==> config.mk <==
export PLATFORM = sky130hd
export DESIGN_NAME = servo_rom_sequencer
export DESIGN_NICKNAME = d
export VERILOG_FILES = /design/src/rtl/servo_rom_sequencer.sv
export SDC_FILE = /design/constraint.sdc
export NUM_CORES = 1
export LEC_CHECK = 0
export CORE_ASPECT_RATIO = 1.75
export CORE_MARGIN = 4
export CORE_UTILIZATION = 48
export CTS_CLUSTER_SIZE = 25
export DETAILED_ROUTE_END_ITERATION = 8
export PLACE_DENSITY = 0.72
export SKIP_LAST_GASP = 1
export SYNTH_ARGS = -nofsm -noshare
export SYNTH_HDL_FRONTEND = slang
export SYNTH_SLANG_ARGS = --single-unit
==> constraint.sdc <==
create_clock -name clock -period 2.7 [get_ports clock]
set_clock_uncertainty 0.05 [all_clocks]
set_input_delay 0.27 -clock clock [delete_from_list [all_inputs] [get_ports clock]]
set_output_delay 0.27 -clock clock [all_outputs]
set_load 0.05 [all_outputs]
==> src/rtl/servo_rom_sequencer.sv <==
// servo_rom_sequencer
//
// Walks the servo pulse-width ROM, clamps each fetched word to the safe
// servo range and drives a framed PWM output. Each ROM word is held for
// FRAMES_PER_STEP frames. The next word is prefetched during the last frame
// of a step, so the PWM waveform is never interrupted by a ROM access.
//
// Ports
//   clock          in   system clock, rising-edge
//   reset          in   synchronous, active-high
//   enable         in   run request (level)
//   rom_address    out  registered ROM address
//   rom_data       in   ROM read data, valid one cycle after rom_address
//   pwm            out  registered servo pulse
//   frame_start    out  one-cycle pulse on the first cycle of every frame
//   seq_wrap       out  one-cycle pulse when the address wraps LAST_ADDR -> 0
//   current_width  out  clamped width (ticks) in effect for the current frame
//   busy           out  high in every state except IDLE
//   state_dbg      out  current FSM state (IDLE=0, FETCH=1, LATCH=2, RUN=3)
module servo_rom_sequencer #(
    parameter int ADDR_LEN        = 8,
    parameter int DATA_LEN        = 13,
    parameter int TICK_DIV        = 50,
    parameter int FRAME_TICKS     = 20000,
    parameter int MIN_WIDTH       = 1000,
    parameter int MAX_WIDTH       = 2000,
    parameter int FRAMES_PER_STEP = 5,
    parameter int LAST_ADDR       = 255
) (
    input  logic                clock,
    input  logic                reset,
    input  logic                enable,
    output logic [ADDR_LEN-1:0] rom_address,
    input  logic [DATA_LEN-1:0] rom_data,
    output logic                pwm,
    output logic                frame_start,
    output logic                seq_wrap,
    output logic [DATA_LEN-1:0] current_width,
    output logic                busy,
    output logic [1:0]          state_dbg
);

    localparam int TW = (TICK_DIV > 1) ? $clog2(TICK_DIV) : 1;
    localparam int FW = (FRAME_TICKS > 1) ? $clog2(FRAME_TICKS) : 1;
    localparam int SW = (FRAMES_PER_STEP > 1) ? $clog2(FRAMES_PER_STEP) : 1;

    localparam logic [TW-1:0]       TICK_LAST  = TW'(TICK_DIV - 1);
    localparam logic [FW-1:0]       FRAME_LAST = FW'(FRAME_TICKS - 1);
    localparam logic [SW-1:0]       STEP_LAST  = SW'(FRAMES_PER_STEP - 1);
    localparam logic [ADDR_LEN-1:0] ADDR_LAST  = ADDR_LEN'(LAST_ADDR);

    typedef enum logic [1:0] {
        IDLE  = 2'd0,
        FETCH = 2'd1,
        LATCH = 2'd2,
        RUN   = 2'd3
    } state_t;

    state_t              state_q, state_d;
    logic [ADDR_LEN-1:0] addr_q, addr_d;
    logic                pwm_q, pwm_d;
    logic                fs_q, fs_d;
    logic                wrap_q, wrap_d;
    logic [DATA_LEN-1:0] cur_w_q, cur_w_d;
    logic [DATA_LEN-1:0] next_w_q, next_w_d;
    logic                busy_q, busy_d;
    logic [TW-1:0]       tick_q, tick_d;
    logic [FW-1:0]       ftick_q, ftick_d;
    logic [SW-1:0]       step_q, step_d;
    // Prefetch pipeline: bit 0 = address just issued, bit 1 = data on rom_data.
    logic [1:0]          pend_q, pend_d;

    logic [TW-1:0]       tick_adv;
    logic [FW-1:0]       ftick_adv;
    logic                frame_end;
    logic [SW-1:0]       step_adv;
    logic [DATA_LEN-1:0] rom_clamped;

    function automatic logic [DATA_LEN-1:0] clamp_width(input logic [DATA_LEN-1:0] w);
        if (w < DATA_LEN'(MIN_WIDTH)) return DATA_LEN'(MIN_WIDTH);
        if (w > DATA_LEN'(MAX_WIDTH)) return DATA_LEN'(MAX_WIDTH);
        return w;
    endfunction

    always_comb begin
        tick_adv    = (tick_q == TICK_LAST) ? '0 : tick_q + 1'b1;
        ftick_adv   = ftick_q;
        if (tick_q == TICK_LAST) begin
            ftick_adv = (ftick_q == FRAME_LAST) ? '0 : ftick_q + 1'b1;
        end
        frame_end   = (tick_q == TICK_LAST) && (ftick_q == FRAME_LAST);
        step_adv    = (step_q == STEP_LAST) ? '0 : step_q + 1'b1;
        rom_clamped = clamp_width(rom_data);
    end

    always_comb begin
        state_d  = state_q;
        addr_d   = addr_q;
        pwm_d    = pwm_q;
        fs_d     = 1'b0;
        wrap_d   = 1'b0;
        cur_w_d  = cur_w_q;
        next_w_d = next_w_q;
        tick_d   = tick_q;
        ftick_d  = ftick_q;
        step_d   = step_q;
        pend_d   = {pend_q[0], 1'b0};

        if (pend_q[1]) begin
            next_w_d = rom_clamped;
        end

        case (state_q)
            IDLE: begin
                pwm_d   = 1'b0;
                cur_w_d = '0;
                tick_d  = '0;
                ftick_d = '0;
                step_d  = '0;
                pend_d  = '0;
                if (enable) begin
                    addr_d  = '0;
                    state_d = FETCH;
                end
            end
            FETCH: begin
                state_d = LATCH;
            end
            LATCH: begin
                // Word 0 goes straight into the first frame as well as
                // into width_next.
                next_w_d = rom_clamped;
                cur_w_d  = rom_clamped;
                fs_d     = 1'b1;
                pwm_d    = (rom_clamped != '0);
                tick_d   = '0;
                ftick_d  = '0;
                step_d   = '0;
                if (STEP_LAST == '0) begin
                    addr_d    = (addr_q == ADDR_LAST) ? '0 : addr_q + 1'b1;
                    wrap_d    = (addr_q == ADDR_LAST);
                    pend_d[0] = 1'b1;
                end
                state_d = RUN;
            end
            RUN: begin
                if (frame_end) begin
                    // enable is only looked at on frame boundaries so a
                    // pulse is never cut short.
                    if (!enable) begin
                        state_d = IDLE;
                        pwm_d   = 1'b0;
                        cur_w_d = '0;
                        addr_d  = '0;
                        tick_d  = '0;
                        ftick_d = '0;
                        step_d  = '0;
                        pend_d  = '0;
                    end else begin
                        fs_d    = 1'b1;
                        cur_w_d = next_w_q;
                        pwm_d   = (next_w_q != '0);
                        tick_d  = '0;
                        ftick_d = '0;
                        step_d  = step_adv;
                        if (step_adv == STEP_LAST) begin
                            addr_d    = (addr_q == ADDR_LAST) ? '0 : addr_q + 1'b1;
                            wrap_d    = (addr_q == ADDR_LAST);
                            pend_d[0] = 1'b1;
                        end
                    end
                end else begin
                    tick_d  = tick_adv;
                    ftick_d = ftick_adv;
                    pwm_d   = (32'(ftick_adv) < 32'(cur_w_q));
                end
            end
            default: state_d = IDLE;
        endcase

        busy_d = (state_d != IDLE);
    end

    always_ff @(posedge clock) begin
        if (reset) begin
            state_q  <= IDLE;
            addr_q   <= '0;
            pwm_q    <= 1'b0;
            fs_q     <= 1'b0;
            wrap_q   <= 1'b0;
            cur_w_q  <= '0;
            next_w_q <= '0;
            busy_q   <= 1'b0;
            tick_q   <= '0;
            ftick_q  <= '0;
            step_q   <= '0;
            pend_q   <= '0;
        end else begin
            state_q  <= state_d;
            addr_q   <= addr_d;
            pwm_q    <= pwm_d;
            fs_q     <= fs_d;
            wrap_q   <= wrap_d;
            cur_w_q  <= cur_w_d;
            next_w_q <= next_w_d;
            busy_q   <= busy_d;
            tick_q   <= tick_d;
            ftick_q  <= ftick_d;
            step_q   <= step_d;
            pend_q   <= pend_d;
        end
    end

    assign rom_address   = addr_q;
    assign pwm           = pwm_q;
    assign frame_start   = fs_q;
    assign seq_wrap      = wrap_q;
    assign current_width = cur_w_q;
    assign busy          = busy_q;
    assign state_dbg     = state_q;

endmodule

==> flow_summary.toml, run 1 <==
[timing]
setup_violations = 1
slew_violations = 0
max-slew-margin-rel = 0.5908
fmax_ghz = 0.3695
setup_ws_ns = -0.006419
fin_crit_ns = 2.706
hold_viol_final = 0
timing.final.crit_share = 1.002
worst_pin_slew_ns = 0.6083
rsz0062_at_grt = "true"
hold_ws_ns = 0.3179

[logic_synthesis]
synth_cells = 484
synth.largest_area_cell = "dfxtp_1"
synth_fp_nets = 522
seq_area_frac_synth = 0.3311
syn_avg_cell_area_um2 = 8.244
synthesis.area_mm2 = 0.003990
synthTopCellsByArea = "dfxtp_1, ha_1, a21oi_1"
synth_cell_types = 66
synth_flop_cell = "dfxtp_1"
synth.top_cell.area_share = 0.3311
ys_warn_count = 0
async_flop_share = 0
synth_edf_count = 0
ys_ff_latch = 66

[worst_setup_path]
worst-path-buf-inv = 0
slowest_delay_ns = 0.42
critPathSlowestCell = "or3b_4"
critical_path_class = "flop to flop"
worstPathCellList = "or3b_4 > nor4_4 > nand2_1 > xnor2_2 > ha_1 > nand4_1 > nor2_1 > nand3_1 > a31o_2 > a41o_1"
cp-start-kind = "flop"
crit_family = "simple AND/OR/NAND/NOR gates"
worstPathRequired_ns = 2.88
worst-path-max-fanout = 4
crit_path_end_kind = "flop"
cp_data_arrival_time_ns = 2.89

[clock_tree]
insertion_delay_ns = 0.34
clk_path_buf_depth = 2
cts_max_level = 3
cts_hold_buf = 0
clkTransAtPathRegs_ns = 0.06
cts_tree = "yes"
cts_sinks = 66
cts_made_buffers = 9
cts-root-buf = "clkbuf_16"

[global_route]
grt_pass1_wl_um = 20110
gr-usage-all-layers = 0.2591
grt_antenna_before_repair = 0
grt_max_degree = 26
grt_pass1_vias = 4155
overflow = 0

[detailed_routing]
final_antenna_net_count = 0
vias = 4145
dr.first_iter.drc_count = 325
dr.pass1.iters = 5
wl_per_cell_um = 18.79
drc = 0
viasPerCell = 6.271
drt_wl_total_um = 12420

[floorplanning]
start_util = 0.4977
die_w_um = 76.92
die_area_mm2 = 0.009893
io_pins = 43
die_h_um = 128.6
coreArea_mm2 = 0.008016
fp-row-count = 43

[finish]
final_cell_mix = "dfxtp_1, buf_4, a21oi_1"
multi_input_area_mm2 = 0.002531
layout_commonest_cell = "dfxtp_1"
seq_area_mm2 = 0.001323
num_antenna_cells = 0
syn_to_final_growth_pct = 29.48
stdcell_count = 661
fill_cells = 700
layout-drive-gt1-share = 0.1909
layout.nets = 605

[place]
dpl.hpwl_um = 9153
gp_congestion = 0.9615
port-buffer-count = 42
dpl.cell_count = 641

[min_path]
min_path_type = "input pin to flop"

[status]
violations = "negative setup slack"
status = "finished with violations"

[power_and_ir_drop]
ir_drop_uv = 443.0
p_leak_uw = 0.001983
power_density_mw_per_mm2 = 647.3

[flow_run]
max_cap_violations = 0
[logic make-up after synthesis]
| logic type | synth area share |
|---|---|
| AO/OA/AOI/OAI | 0.2273 |
| XOR/XNOR | 0.03073 |
| adder cells (fa/ha/maj) | 0.06899 |
| buffers and inverters | 0.05330 |
| flip-flops | 0.3311 |
| multiplexers | 0.007526 |
| AND/OR/NAND/NOR | 0.2810 |
[worst paths after layout]
| kind | cells after the start | slack [ns] | end | start |
|---|---|---|---|---|
| hold reg to reg | 1 | 0.41 | pend_q[1] | pend_q[0] |
| hold / removal | 2 | 0.32 | rom_address[7] | reset |
| setup reg to reg | 10 | -0.006 | pwm | tick_q[2] |
| setup / recovery | 10 | -0.006 | pwm | tick_q[2] |
[per-layer routing]
metal | GRT usage | part of all wire | up-vias
li1 | - | - | 1976
met1 | 0.2659 | 0.38 | 1974
met2 | 0.4779 | 0.52 | 147
met3 | 0.04832 | 0.046 | 48
met4 | 0.1644 | 0.052 | 0
met5 | 0 | 0 | -
[worst reg2reg max path, cell delays in order (launching register included)]
cell	delay, ns
dfxtp_1	0.32
or3b_4	0.42
nor4_4	0.33
nand2_1	0.16
xnor2_2	0.17
ha_1	0.35
nand4_1	0.16
nor2_1	0.13
nand3_1	0.08
a31o_2	0.21
a41o_1	0.21
[synthesized netlist by cell type, types with 6 or more instances]
master     n
clkbuf_1  17
a22oi_1   19
nor4_1     8
a21o_1     6
nor2_1    45
nand4_1   19
nand3_1   18
inv_1     25
nand2b_1   7
and3_1     7
o21ai_0   18
and2_1     8
or4_1      7
dfxtp_1   66
nand2_1   21
nor3_1    11
a21oi_1   47
a211oi_1  11
xnor2_1    9
ha_1      22
[per-stage QoR]
stage | power (uW) | cell area [um^2] | setup WS [ns] | TNS, ns | util
6_report | 3344 | 5166 | -0.006419 | -0.006419 | 0.6445
5_1_grt | 3504 | 5166 | -0.07878 | -0.07878 | 0.6445
4_1_cts | 3349 | 5099 | 0.0004665 | 0 | 0.6360
3_5_place_dp | 2273 | 4785 | -0.1076 | -0.1076 | 0.5968
3_3_place_gp | 2256 | 4785 | -0.07192 | -0.07192 | 0.5968
2_1_floorplan | 1919 | 3996 | 0.002760 | 0 | -
[registers in the layout (all words and copies together), names as in the netlist]
| name | flops |
|---|---|
| busy | 1 |
| current_width | 13 |
| frame_start | 1 |
| ftick_q | 15 |
| next_w_q | 13 |
| pend_q | 2 |
| pwm | 1 |
| rom_address | 8 |
| seq_wrap | 1 |
| state_dbg | 2 |
| step_q | 3 |
| tick_q | 6 |
[power breakdown]
| part | switching, uW | leakage [uW] | internal, uW |
|---|---|---|---|
| registers | 81.9 | 0.000536 | 1070 |
| logic | 716 | 0.00131 | 401 |
| clock network | 440 | 0.000134 | 637 |
[final cells by class]
class	instances	area share
Inverter	26	0.01889
Multi-Input combinational cell	367	0.4900
Tap cell	90	0.02180
Sequential cell	66	0.2560
Clock inverter	5	0.006055
Clock buffer	10	0.04626
Timing Repair Buffer	97	0.1611
[repair_timing]
action / in CTS / in global routing
pin swaps: 1 / 11
buffers inserted: 3 / 2
resized for setup: 5 / 17
endpoints found under the setup margin: 1 / 1
No activity file was read; power rests on OpenSTA's default activity.
==> run 2, diff against run 1 <==
--- a/config.mk
+++ b/config.mk
@@ -8,7 +8,7 @@
 export CORE_ASPECT_RATIO = 1.75
 export CORE_MARGIN = 4
 export CORE_UTILIZATION = 48
-export CTS_CLUSTER_SIZE = 25
+export CTS_CLUSTER_SIZE = 40
 export DETAILED_ROUTE_END_ITERATION = 8
 export PLACE_DENSITY = 0.72
 export SKIP_LAST_GASP = 1
==> results of run 2 <==
No change in the layout: final DEF, timing and power equal those of run 1.
